$ cat src/rtl/bluejay_pkg.sv
// bluejay_pkg: shared definitions for the Bluejay SLM line transmitter and receiver.
//   Holds interface geometry defaults, the receiver deframer state encoding
//   and the bit positions of the receiver error flags.
package bluejay_pkg;

    localparam int DEF_DATA_W          = 32;
    localparam int DEF_WORDS_PER_LINE  = 40;
    localparam int DEF_LINES_PER_FRAME = 720;
    localparam int DEF_CNT_W           = 16;

    localparam int ERR_W              = 4;
    localparam int ERR_SYNC_IN_LINE   = 0;
    localparam int ERR_STRAY_VALID    = 1;
    localparam int ERR_EARLY_UPDATE   = 2;
    localparam int ERR_EXTRA_LINE     = 3;

    typedef enum logic [1:0] {
        ST_IDLE,
        ST_WAIT_DATA,
        ST_LINE,
        ST_WAIT_UPDATE
    } state_e;

endpackage

$ cat src/rtl/bluejay_line_ctr.sv
// bluejay_line_ctr: word-within-line and line-within-frame counters with terminal flags.
//   clk_i, reset_i (async, active-low)
//   word_clr_i / word_inc_i : clear / advance the word counter (clear wins)
//   line_clr_i / line_inc_i : clear / advance the line counter (clear wins)
//   line_cnt_o              : current line index
//   word_last_o             : word counter sits on the last word of a line
//   line_last_o             : line counter sits on the last line of a frame
//   line_zero_o             : line counter is zero (next line is line 0)
module bluejay_line_ctr
    import bluejay_pkg::*;
#(
    parameter int WORDS_PER_LINE  = DEF_WORDS_PER_LINE,
    parameter int LINES_PER_FRAME = DEF_LINES_PER_FRAME,
    parameter int CNT_W           = DEF_CNT_W
) (
    input  logic             clk_i,
    input  logic             reset_i,
    input  logic             word_clr_i,
    input  logic             word_inc_i,
    input  logic             line_clr_i,
    input  logic             line_inc_i,
    output logic [CNT_W-1:0] line_cnt_o,
    output logic             word_last_o,
    output logic             line_last_o,
    output logic             line_zero_o
);

    logic [CNT_W-1:0] word_q, word_d;
    logic [CNT_W-1:0] line_q, line_d;

    always_comb begin
        word_d = word_clr_i ? '0 : word_q + CNT_W'(word_inc_i);
        line_d = line_clr_i ? '0 : line_q + CNT_W'(line_inc_i);
    end

    always_ff @(posedge clk_i or negedge reset_i) begin
        if (!reset_i) begin
            word_q <= '0;
            line_q <= '0;
        end else begin
            word_q <= word_d;
            line_q <= line_d;
        end
    end

    assign line_cnt_o  = line_q;
    assign word_last_o = word_q == CNT_W'(WORDS_PER_LINE - 1);
    assign line_last_o = line_q == CNT_W'(LINES_PER_FRAME - 1);
    assign line_zero_o = line_q == '0;

endmodule

$ cat src/rtl/bluejay_rx.sv
// bluejay_rx: Bluejay SLM receive-side deframer with DC-balance undo, markers and checksums.
//   clk_i, reset_i (async, active-low)
//   sync_i / valid_i / data_i / update_i / invert_i : incoming line stream
//   data_o / valid_o / sol_o / eol_o / line_o       : de-inverted words, one cycle after valid_i
//   line_xor_o / line_done_o                         : XOR of the last completed line
//   frame_done_o                                     : pulse on a legal frame commit
//   err_o / err_clr_i                                : sticky framing errors and their clear
module bluejay_rx
    import bluejay_pkg::*;
#(
    parameter int DATA_W          = DEF_DATA_W,
    parameter int WORDS_PER_LINE  = DEF_WORDS_PER_LINE,
    parameter int LINES_PER_FRAME = DEF_LINES_PER_FRAME,
    parameter int CNT_W           = DEF_CNT_W
) (
    input  logic              clk_i,
    input  logic              reset_i,
    input  logic              sync_i,
    input  logic              valid_i,
    input  logic [DATA_W-1:0] data_i,
    input  logic              update_i,
    input  logic              invert_i,
    output logic [DATA_W-1:0] data_o,
    output logic              valid_o,
    output logic              sol_o,
    output logic              eol_o,
    output logic [CNT_W-1:0]  line_o,
    output logic [DATA_W-1:0] line_xor_o,
    output logic              line_done_o,
    output logic              frame_done_o,
    output logic [ERR_W-1:0]  err_o,
    input  logic              err_clr_i
);

    state_e state_q, state_d;

    logic              emit, sol, inv_load, frame_done;
    logic              word_clr, word_inc, line_clr, line_inc;
    logic [ERR_W-1:0]  err_set;
    logic [CNT_W-1:0]  line_cnt;
    logic              word_last, line_last, line_zero;
    logic              inv_q;
    logic [DATA_W-1:0] word, acc_q;

    bluejay_line_ctr #(
        .WORDS_PER_LINE (WORDS_PER_LINE),
        .LINES_PER_FRAME(LINES_PER_FRAME),
        .CNT_W          (CNT_W)
    ) u_ctr (
        .clk_i      (clk_i),
        .reset_i    (reset_i),
        .word_clr_i (word_clr),
        .word_inc_i (word_inc),
        .line_clr_i (line_clr),
        .line_inc_i (line_inc),
        .line_cnt_o (line_cnt),
        .word_last_o(word_last),
        .line_last_o(line_last),
        .line_zero_o(line_zero)
    );

    assign word = data_i ^ {DATA_W{inv_q}};

    always_ff @(posedge clk_i or negedge reset_i) begin
        if (!reset_i) state_q <= ST_IDLE;
        else          state_q <= state_d;
    end

    // Priority is sync_i > update_i > valid_i; a valid_i shadowed by either strobe is dropped and flagged.
    always_comb begin
        state_d    = state_q;
        emit       = 1'b0;
        sol        = 1'b0;
        inv_load   = 1'b0;
        frame_done = 1'b0;
        word_clr   = 1'b0;
        word_inc   = 1'b0;
        line_clr   = 1'b0;
        line_inc   = 1'b0;
        err_set    = '0;
        err_set[ERR_STRAY_VALID] = valid_i && (sync_i || update_i);
        case (state_q)
            ST_IDLE: begin
                if (sync_i) begin
                    state_d  = ST_WAIT_DATA;
                    word_clr = 1'b1;
                    inv_load = line_zero;
                end else if (update_i) begin
                    err_set[ERR_EARLY_UPDATE] = 1'b1;
                    line_clr = 1'b1;
                end else if (valid_i) begin
                    err_set[ERR_STRAY_VALID] = 1'b1;
                end
            end
            ST_WAIT_DATA, ST_LINE: begin
                if (sync_i) begin
                    err_set[ERR_SYNC_IN_LINE] = state_q == ST_LINE;
                    state_d  = ST_WAIT_DATA;
                    word_clr = 1'b1;
                end else if (update_i) begin
                    err_set[ERR_EARLY_UPDATE] = 1'b1;
                    state_d  = ST_IDLE;
                    word_clr = 1'b1;
                    line_clr = 1'b1;
                end else if (valid_i) begin
                    emit = 1'b1;
                    sol  = state_q == ST_WAIT_DATA;
                end
            end
            ST_WAIT_UPDATE: begin
                // A sync here closes the old frame without a commit and opens line 0 of the next.
                if (sync_i) begin
                    err_set[ERR_EXTRA_LINE] = 1'b1;
                    state_d  = ST_WAIT_DATA;
                    word_clr = 1'b1;
                    line_clr = 1'b1;
                    inv_load = 1'b1;
                end else if (update_i) begin
                    frame_done = 1'b1;
                    state_d    = ST_IDLE;
                    line_clr   = 1'b1;
                end else if (valid_i) begin
                    err_set[ERR_STRAY_VALID] = 1'b1;
                end
            end
            default: state_d = ST_IDLE;
        endcase
        if (emit) begin
            word_clr = word_last;
            word_inc = !word_last;
            line_inc = word_last;
            state_d  = !word_last ? ST_LINE : line_last ? ST_WAIT_UPDATE : ST_IDLE;
        end
    end

    // line_done_o trails eol_o by one cycle, so the accumulator already holds the last word.
    always_ff @(posedge clk_i or negedge reset_i) begin
        if (!reset_i) begin
            data_o       <= '0;
            valid_o      <= 1'b0;
            sol_o        <= 1'b0;
            eol_o        <= 1'b0;
            line_o       <= '0;
            line_xor_o   <= '0;
            line_done_o  <= 1'b0;
            frame_done_o <= 1'b0;
            err_o        <= '0;
            inv_q        <= 1'b0;
            acc_q        <= '0;
        end else begin
            valid_o      <= emit;
            sol_o        <= sol;
            eol_o        <= emit && word_last;
            line_done_o  <= eol_o;
            frame_done_o <= frame_done;
            err_o        <= (err_o & {ERR_W{!err_clr_i}}) | err_set;
            if (emit) data_o <= word;
            if (emit) acc_q <= sol ? word : acc_q ^ word;
            if (sol) line_o <= line_cnt;
            if (eol_o) line_xor_o <= acc_q;
            if (inv_load) inv_q <= invert_i;
        end
    end

endmodule

$ cat config.mk
export PLATFORM = sky130hd
export DESIGN_NAME = bluejay_rx
export DESIGN_NICKNAME = d
export VERILOG_FILES = /design/src/rtl/bluejay_pkg.sv /design/src/rtl/bluejay_line_ctr.sv /design/src/rtl/bluejay_rx.sv
export SDC_FILE = /design/constraint.sdc
export NUM_CORES = 1
export LEC_CHECK = 0
export CAP_MARGIN = 20
export CORE_MARGIN = 4
export CORE_UTILIZATION = 40
export CTS_BUF_LIST = sky130_fd_sc_hd__clkbuf_8
export DETAILED_ROUTE_END_ITERATION = 10
export GPL_TIMING_DRIVEN = 0
export PLACE_DENSITY = 0.75
export SYNTH_ARGS = -nofsm -noshare
export SYNTH_HDL_FRONTEND = slang
export SYNTH_SLANG_ARGS = --single-unit
$ cat constraint.sdc
create_clock -name clk_i -period 3.97 [get_ports clk_i]
set_clock_uncertainty 0.15 [all_clocks]
set_input_delay 0.9925 -clock clk_i [delete_from_list [all_inputs] [get_ports clk_i]]
set_output_delay 0.9925 -clock clk_i [all_outputs]
set_load 0.01 [all_outputs]
# == Yosys cells after proc, flatten, opt, wreduce, memory -nomap -nowiden ==
# Cells that the tools add are included.
# totals
word_cells,78
romBits,0
mem_count,0
latch_bits,0
reg_bits,156
out_inout_bits,89
mem_bits_rw,0
# op_classes
n_bitwise,4
n_lt_le_gt_ge,0
n_eq_ne,7
n_addsub,2
div,0
n_reduce_logical,12
n_mul,0
shift,0
muxes,39
# ops
cell,count
$xor A32 B32 Y32,2
$add A16 B1 Y16,2
$mux W16,2
$mux W32,1
$mux W1,23
$eq A16 B10 Y1 const B,1
$eq A16 B6 Y1 const B,1
$logic_not A16 Y1,1
$mux W2,7
$pmux W1 S2,5
$reduce_or A3 Y1,2
$and A4 B4 Y4,1
$eq A2 B2 Y1 const B,2
$ne A4 B1 Y1 const B,1
$or A4 B4 Y4,1
$pmux W2 S2,1
$reduce_or A2 Y1,2
$ne A3 B3 Y1 const B,1
$eq A2 B1 Y1 const B,1
$logic_and A1 B1 Y1,2
$logic_not A1 Y1,2
$logic_not A2 Y1,1
$reduce_and A2 Y1,1
$logic_or A1 B1 Y1,1

# == Logic depth before layout (Yosys ltp) ==
# Gate-level depths: netlist of run 1.
# depth
depth_word,7
depth_mapped,12

# == Modules after synthesis ==
# A second synthesis of run 1 with hierarchy kept.
# unflattened
cells_unflattened,673
area_unflattened_um2,7208.2
# by_module_without_submodules
mod,instances,area_each_um2,seq_area_each_um2,cells_per_inst
bluejay_rx,1,5456.5,3103.0,498
bluejay_line_ctr,1,1751.7,800.8,175

# == Worst setup path after synthesis of run 1 ==
# OpenSTA, ideal clock, no wires.
# synth_timing
kind,input -> register
startpoint,input port sync_i
endpoint,"register u_ctr.line_q[14], in the netlist u_ctr.line_cnt_o[14]"
arrival_ns,2.739
cell_stages,9
setup_ns,0.125
required_ns,3.695
setup_slack_ns,0.956
path_buffers,1
cell_sequence,nor2_1 > nand3_2 > inv_2 > clkbuf_1 > and2_1 > ha_1 > nand4_1 > nor4_1 > mux2_2
# synth_between
elab_chain_len,5
word_cells_on_any_way,8
# synth_lines
element,line,text
from (decl),bluejay_rx.sv:18,"input logic sync_i,"
$mux W1,bluejay_rx.sv:96,if (sync_i) begin
$mux W1,bluejay_rx.sv:82,case (state_q)
$mux W1,bluejay_rx.sv:128,if (emit) begin
net line_inc,bluejay_rx.sv:38,"logic word_clr, word_inc, line_clr, line_inc;"
$add A16 B1 Y16,bluejay_line_ctr.sv:33,line_d = line_clr_i ? '0 : line_q + CNT_W'(line_inc_i);
$mux W16,bluejay_line_ctr.sv:33,
net u_ctr.line_d[14],bluejay_line_ctr.sv:29,"logic [CNT_W-1:0] line_q, line_d;"
to (signal assigned),bluejay_line_ctr.sv:42,line_q <= line_d;
to (decl),bluejay_line_ctr.sv:29,
# The timed path passes the listed nets, and every way through them passes these cells.
# A chain may end at the register's enable or synchronous reset.

# == Final worst setup path of run 1 ==
# layout_timing
startpoint,input port sync_i
endpoint,"register u_ctr.line_q[13], in the netlist u_ctr.line_cnt_o[13]"
# Same word-level chain as after synthesis.

==> flow_metrics.tcl, run 1 <==
set metrics [dict create \
    status "completed" \
    start_util_pct 41.3 \
    setup.worst_path.start_class "input pin" \
    power.internal_w 0.00312 \
    power_frac_seq_pct 44.2 \
    detail_route.wl_per_cell_um 16.1 \
    post_synthesis_sequential_area_ratio_pct 56.4 \
    crit_path_frequent_cell "sky130_fd_sc_hd__nor2_1" \
    fin_total_pwr_w 0.00461 \
    worstHoldPathCells 0 \
    drc 0 \
    die-height_um 140 \
    pwr_density_cell_nw_per_um2 517 \
    grt_max_degree 81 \
    synth_warnings 0 \
    grt_antenna_before_repair 0 \
    total_leakage_power_nw 4.03 \
    synth_area_um2 6920 \
    post_cts_resize_count 0 \
    cts_setup_buffers 0 \
    antennaDiodeCount 0 \
    postRouteAntennaNets 0 \
    hold_ws_ns 0.312 \
    worst-endpoint-arrival_ns 3.67 \
    h-tree-depth 4 \
    die_area_um2 19500 \
    tightest_slew_ns 0.719 \
    yosysMostFrequentCell "sky130_fd_sc_hd__dfrtp_1" \
    finalHoldViolations 0 \
    cts_inserted_buffers 17 \
    timing.final.crit_share_pct 88.1 \
    netlist_instances 654 \
    gp_congestion 0.835 \
    setup.worst_path.end_class "flop" \
    worstPathCellList "clkdlybuf4s50_1, nor2_1, nand3_2, inv_2, and2_1, ha_1, nand4_1, nor4_1, xnor2_1, nor2_1" \
    top_cell_type_s_share_of_synthesized_area_pct 56.4 \
    hold_path.startpoint "eol_o" \
    final_design_area_no_fill_um2 8920 \
    fmax_mhz 286 \
    path_max_fanout 17 \
    synth.top_cells.by_count "156 x sky130_fd_sc_hd__dfrtp_1, 115 x sky130_fd_sc_hd__nand2_1, 71 x sky130_fd_sc_hd__nor2_1, 46 x sky130_fd_sc_hd__mux2_2, 42 x sky130_fd_sc_hd__xor2_1" \
    synth_area_leaders "sky130_fd_sc_hd__dfrtp_1 56%, sky130_fd_sc_hd__mux2_2 7.5%, sky130_fd_sc_hd__nand2_1 6.2%, sky130_fd_sc_hd__xor2_1 5.3%, sky130_fd_sc_hd__a311oi_1 4.0%" \
    design.final.nets 847 \
    number_of_buffers_between_clock_root_and_the_deepest_sink 2 \
    worst_r2r_startpoint "state_q[1]" \
    globalRouteOverflowTotal 0 \
    timing.critical_path.required_ns 4.14 \
    share_of_power_burned_in_combinational_logic_pct 28.3 \
    placeableCoreArea_um2 16800 \
    timing.slew.headroom_pct 52.1 \
    clk-insertion-delay-late_ns 0.45 \
    synth_top_flop_cell "sky130_fd_sc_hd__dfrtp_1" \
    power.ir.vdd_worst_uv 225 \
    power.share.clock_pct 27.5 \
    power_switching_share_pct 32.4 \
    wirelength_um 16700 \
    peak_per_stage_delay_on_the_critical_path_ns 0.52 \
    postSynth.asyncResetShare_pct 100 \
    r2r_cells 11 \
    area_growth_pct 28.9 \
    place.detailed.hpwl_um 11600 \
    clkSinkCount 156 \
    synth_area_leader_cell "sky130_fd_sc_hd__dfrtp_1" \
    timing.critical_path.max_delay_family "simple AND/OR/NAND/NOR gates" \
    post_drt_via_cell_ratio 5.14 \
    global_route.usage.total_pct 17.5 \
    dr_total_vias 5314 \
    synth.net_count 701 \
    cts.reportedPaths.clkPinSlew_ns 0.09 \
    flop_to_flop_setup_slack_ns 0.65 \
    worstPathBufferInverterCount 2 \
    fillCellCount 1509 \
    crit_path_top_delay_cell "sky130_fd_sc_hd__clkdlybuf4s50_1" \
    placedInstanceArea_um2 8500 \
    setup.worst_path.start "sync_i" \
    post_layout_nonfiller_instances 1033 \
    detailedRoute.firstIterationViolations 282 \
    worst-setup-path-type "in -> reg" \
    synth-edff-count 0 \
    cap_viol_max_count 0 \
    drt_pass1_iterations 5 \
    cts_tree "built" \
    fin_util_pct 53.2 \
    drive_gt1_share_pct 11.7 \
    post-route-min-period_ns 3.50 \
    number_of_global_route_vias_before_repair 5288 \
    place.detailed.instances 1002 \
    design.portCount 128 \
    wire_length_of_the_first_global_routing_pass_um 27700 \
    report.final.setup_viol 0 \
    report.final.slew_viol_count 0 \
    min-delay-path-class "reg -> reg" \
    num_rows 47 \
    ctsRootBufferMaster "sky130_fd_sc_hd__clkbuf_8" \
    synth_cell_types 41 \
    worst_r2r_endpoint "u_ctr.line_cnt_o[13]" \
    synth_seq_cells 156 \
    netSwitchingPower_w 0.00149 \
    setup_repair_after_global_routing_missed_its_margin "false" \
    postSynthAreaPerCell_um2 10.6 \
    whs_endpoint "line_done_o" \
    port_buffers 127 \
    floorplan.die.width_um 140 \
]
power by group through the flow:
stage	Clock, W	Sequential, W	Combinational (W)
after floorplan	0	0.00212	0.000620
after global routing	0.00137	0.00207	0.00145
after global placement	0	0.00205	0.00127
after CTS	0.00130	0.00203	0.00132
final	0.00127	0.00204	0.00131
after detailed placement	0	0.00207	0.00132
stage by stage:
stage | TNS (ns) | setup WS (ns)
final | 0 | 0.471
after CTS | 0 | 0.0885
after global routing | 0 | 0.205
after floorplan | 0 | 0.956
after detailed placement | -2.97 | -0.398
after global placement | -726.45 | -4.65
cells by family (layout without fill, tap and decap cells):
family,after synthesis,after routing,synth area share (%)
multiplexers,46,46,7.49
XOR/XNOR,57,57,7.21
buffers and inverters,50,209,2.97
adder cells (fa/ha/maj),8,8,1.45
AO/OA/AOI/OAI,89,89,8.70
AND/OR/NAND/NOR,248,248,15.8
flip-flops,156,156,56.4
repair_timing:
item                                    4_1_cts  5_1_grt
endpoints found under the setup margin        0        5
hold buffers                                  0        0
endpoints found under the hold margin         0        0
layout by cell type, fill, tap and decap left out, types with 17 or more instances in the layout:
cell type / n
sky130_fd_sc_hd__xor2_1: 42
sky130_fd_sc_hd__a21oi_1: 37
sky130_fd_sc_hd__a311oi_1: 32
sky130_fd_sc_hd__mux2_2: 46
sky130_fd_sc_hd__clkbuf_8: 19
sky130_fd_sc_hd__dfrtp_1: 156
sky130_fd_sc_hd__clkdlybuf4s50_1: 126
sky130_fd_sc_hd__nand2_1: 115
sky130_fd_sc_hd__clkbuf_1: 17
sky130_fd_sc_hd__nor2_1: 71
worst reg2reg max path: stages, from the launching register on:
cell and delay (ns):
sky130_fd_sc_hd__dfrtp_1 0.40, sky130_fd_sc_hd__inv_1 0.08, sky130_fd_sc_hd__ha_1 0.27, sky130_fd_sc_hd__clkbuf_1 0.30
sky130_fd_sc_hd__nand3_2 0.32, sky130_fd_sc_hd__inv_2 0.36, sky130_fd_sc_hd__and2_1 0.29, sky130_fd_sc_hd__ha_1 0.30
sky130_fd_sc_hd__nand4_1 0.20, sky130_fd_sc_hd__nor4_1 0.30, sky130_fd_sc_hd__xnor2_1 0.17, sky130_fd_sc_hd__nor2_1 0.05
state kept, by name, indices dropped and copies added, names as in the netlist, 2 cells and up:
| signal | count |
|---|---|
| data_o | 32 |
| err_o | 4 |
| line_xor_o | 32 |
| u_ctr.line_cnt_o | 16 |
| u_ctr.word_q | 16 |
| line_o | 16 |
| acc_q | 32 |
| state_q | 2 |
final cells by class:
class | count | area, um^2 | area share [%]
inverters | 15 | 56.3 | 0.631
multi-input cells | 448 | 2810 | 31.5
flip-flops and latches | 156 | 3900 | 43.8
plain buffers | 34 | 145 | 1.63
clock inverters | 13 | 168 | 1.88
repair buffers | 128 | 1300 | 14.6
well taps | 220 | 275 | 3.09
clock buffers | 19 | 262 | 2.93
worst max-delay path by stage:
stage	endpoint	cells after the start
floorplan	u_ctr.line_cnt_o[14]	9
global placement	line_xor_o[4]	1
detailed placement	u_ctr.line_cnt_o[13]	11
CTS	u_ctr.line_cnt_o[13]	11
global route	u_ctr.line_cnt_o[13]	10
finish	u_ctr.line_cnt_o[13]	10
routing by layer:
layer | track usage (%) | wire (um) | vias to the layer above
met5 | 0 | 0 | -
li1 | - | - | 2550
met1 | 23.3 | 7440 | 2590
met4 | 4.59 | 204 | 0
met3 | 5.76 | 1190 | 17
met2 | 27.8 | 7850 | 157
(Power assumes the default switching activity.)
==> inputs of run 2 (changes only) <==
--- a/config.mk
+++ b/config.mk
@@ -12,6 +12,7 @@
 export DETAILED_ROUTE_END_ITERATION = 10
 export GPL_TIMING_DRIVEN = 0
 export PLACE_DENSITY = 0.75
+export SETUP_SLACK_MARGIN = 0.1
 export SYNTH_ARGS = -nofsm -noshare
 export SYNTH_HDL_FRONTEND = slang
 export SYNTH_SLANG_ARGS = --single-unit
==> run 2 against run 1 <==
Compared with the run above:
- register-to-register slack hardly changed
- critical endpoint unchanged
- non-clock buffer count unchanged
- worst hold slack worse by 0.0021 ns
- final cell count unchanged
- combinational power is essentially flat
- die area unchanged
- fmax is 0.12% lower
- routed wire length shrank 0.17%
- clock power about the same
- count of clock-buffer cells in the layout did not move
- first-iteration DRC count is 12% higher
- cell area did not move
- critical path type unchanged
==> flow_metrics.tcl, run 2 (synthesis results as in run 1) <==
set metrics [dict create \
    cap_viol_max_count 0 \
    gp_congestion 0.835 \
    ctsRootBufferMaster "sky130_fd_sc_hd__clkbuf_8" \
    report.final.slew_viol_count 0 \
    drc 0 \
    placedInstanceArea_um2 8500 \
    power.share.clock_pct 27.5 \
    grt_antenna_before_repair 0 \
    final.setup.tns_ns 0 \
    cts.hold.buffers_added 0 \
    finalHoldViolations 0 \
    status "completed" \
    total_leakage_power_nw 4.03 \
    crit_path_top_delay_cell "sky130_fd_sc_hd__clkdlybuf4s50_1" \
    cts.reportedPaths.clkPinSlew_ns 0.09 \
    timing.final.crit_share_pct 88.2 \
    place.detailed.instances 1002 \
    start_util_pct 41.3 \
    antennaDiodeCount 0 \
    layout.area.seq_um2 3900 \
    globalRouteOverflowTotal 0 \
    worst-endpoint-arrival_ns 3.67 \
    tightest_slew_ns 0.719 \
    die-height_um 140 \
    placeableCoreArea_um2 16800 \
    wirelength_um 16700 \
    clk-insertion-delay-late_ns 0.45 \
    dpl_worst_slack_ns -0.398 \
    share_of_power_burned_in_combinational_logic_pct 28.3 \
    grt_max_degree 81 \
    fin_util_pct 53.2 \
    timing.slew.headroom_pct 52.1 \
    netSwitchingPower_w 0.00149 \
    setup.worst_path.end_class "flop" \
    crit_path_frequent_cell "sky130_fd_sc_hd__nor2_1" \
    drt_pass1_iterations 5 \
    h-tree-depth 4 \
    post_cts_resize_count 0 \
    dr_total_vias 5288 \
    number_of_global_route_vias_before_repair 5284 \
    peak_per_stage_delay_on_the_critical_path_ns 0.52 \
    clkSinkCount 156 \
    detail_route.wl_per_cell_um 16.1 \
    final_design_area_no_fill_um2 8920 \
    setup_ws_ns 0.467 \
    design.portCount 128 \
    global_route.usage.total_pct 17.4 \
    power.internal_w 0.00312 \
    design.final.nets 847 \
    power_switching_share_pct 32.4 \
    setup_repair_after_global_routing_missed_its_margin "false" \
    biggestRegsByFlops "acc_q x32, data_o x32, line_xor_o x32" \
    num_rows 47 \
    fillCellCount 1509 \
    cts_tree "built" \
    cts_setup_buffers 0 \
    wire_length_of_the_first_global_routing_pass_um 27600 \
    floorplan.die.width_um 140 \
    layout.cells.most_common_list "156 x sky130_fd_sc_hd__dfrtp_1, 126 x sky130_fd_sc_hd__clkdlybuf4s50_1, 115 x sky130_fd_sc_hd__nand2_1, 71 x sky130_fd_sc_hd__nor2_1, 46 x sky130_fd_sc_hd__mux2_2" \
    most_common_cell_after_layout_fill_and_taps_aside "sky130_fd_sc_hd__dfrtp_1" \
    post_layout_nonfiller_instances 1033 \
    pwr_density_cell_nw_per_um2 517 \
    detailedRoute.firstIterationViolations 317 \
    power_frac_seq_pct 44.2 \
    port_buffers 127 \
    area_growth_pct 28.9 \
    worstPathCellList "clkdlybuf4s50_1, nor2_1, nand3_2, inv_2, and2_1, ha_1, nand4_1, nor4_1, xnor2_1, nor2_1" \
    worst-setup-path-type "in -> reg" \
    drive_gt1_share_pct 11.7 \
    path_max_fanout 17 \
    fmax_mhz 285 \
    min-delay-path-class "reg -> reg" \
    multiInputGateArea_um2 2810 \
    post-route-min-period_ns 3.50 \
    worstPathBufferInverterCount 2 \
    timing.critical_path.max_delay_family "simple AND/OR/NAND/NOR gates" \
    power.ir.vdd_worst_uv 225 \
    number_of_buffers_between_clock_root_and_the_deepest_sink 2 \
    postRouteAntennaNets 0 \
    place.detailed.hpwl_um 11600 \
    report.final.setup_viol 0 \
    setup.worst_path.start_class "input pin" \
    cts_inserted_buffers 17 \
    timing.critical_path.required_ns 4.14 \
    die_area_um2 19500 \
    post_drt_via_cell_ratio 5.12 \
]
-- run 2: worst reg2reg max path, stage by stage, from the launching register on --
cell and delay, ns:
sky130_fd_sc_hd__dfrtp_1 0.40, sky130_fd_sc_hd__inv_1 0.08, sky130_fd_sc_hd__ha_1 0.27, sky130_fd_sc_hd__clkbuf_1 0.30
sky130_fd_sc_hd__nand3_2 0.32, sky130_fd_sc_hd__inv_2 0.37, sky130_fd_sc_hd__and2_1 0.29, sky130_fd_sc_hd__ha_1 0.30
sky130_fd_sc_hd__nand4_1 0.20, sky130_fd_sc_hd__nor4_1 0.30, sky130_fd_sc_hd__xnor2_1 0.17, sky130_fd_sc_hd__nor2_1 0.05
-- run 2: power by group through the flow --
stage / Clock (W) / Combinational [W] / Sequential (W)
2_1_floorplan: 0 / 0.000620 / 0.00212
3_3_place_gp: 0 / 0.00127 / 0.00205
3_5_place_dp: 0 / 0.00132 / 0.00207
4_1_cts: 0.00130 / 0.00132 / 0.00203
5_1_grt: 0.00137 / 0.00145 / 0.00207
6_report: 0.00127 / 0.00130 / 0.00204
-- run 2: layout make-up --
type | count | share of cell area (%)
sequential | 156 | 43.8
multi-input combinational | 448 | 31.5
timing repair buffer | 128 | 14.6
tap | 220 | 3.09
clock buffer | 19 | 2.93
clock inverter | 13 | 1.88
buffer | 34 | 1.63
inverter | 15 | 0.631
-- run 2: worst paths after layout --
| kind | start | to | slack [ns] | cells after the start |
|---|---|---|---|---|
| max | sync_i | u_ctr.line_cnt_o[13] | 0.47 | 10 |
| min | eol_o | line_done_o | 0.31 | 0 |
| max reg2reg | state_q[1] | u_ctr.line_cnt_o[13] | 0.64 | 11 |
| min reg2reg | eol_o | line_done_o | 0.31 | 0 |
| max in group asynchronous | reset_i | data_o[2] | 2.41 | 2 |
| min in group asynchronous | reset_i | sol_o | 0.42 | 1 |
-- run 2: routing by layer --
metal  track usage [%]  wire [um]  part of all wire, %  up-vias
met5                 0          0                    0        -
met4              4.59        184                  1.1        0
met3              5.76       1100                  6.6       15
met2              27.7       7840                   47      138
met1              23.2       7520                   45     2585
li1                  -          -                    -     2550
-- run 2: per-stage QoR --
| stage | hold WS [ns] | total power [W] |
|---|---|---|
| after CTS | 0.314 | 0.00466 |
| after detailed placement | 0.298 | 0.00338 |
| after global routing | 0.330 | 0.00489 |
| after global placement | 0.285 | 0.00333 |
| final | 0.310 | 0.00461 |
| after floorplan | 0.283 | 0.00274 |
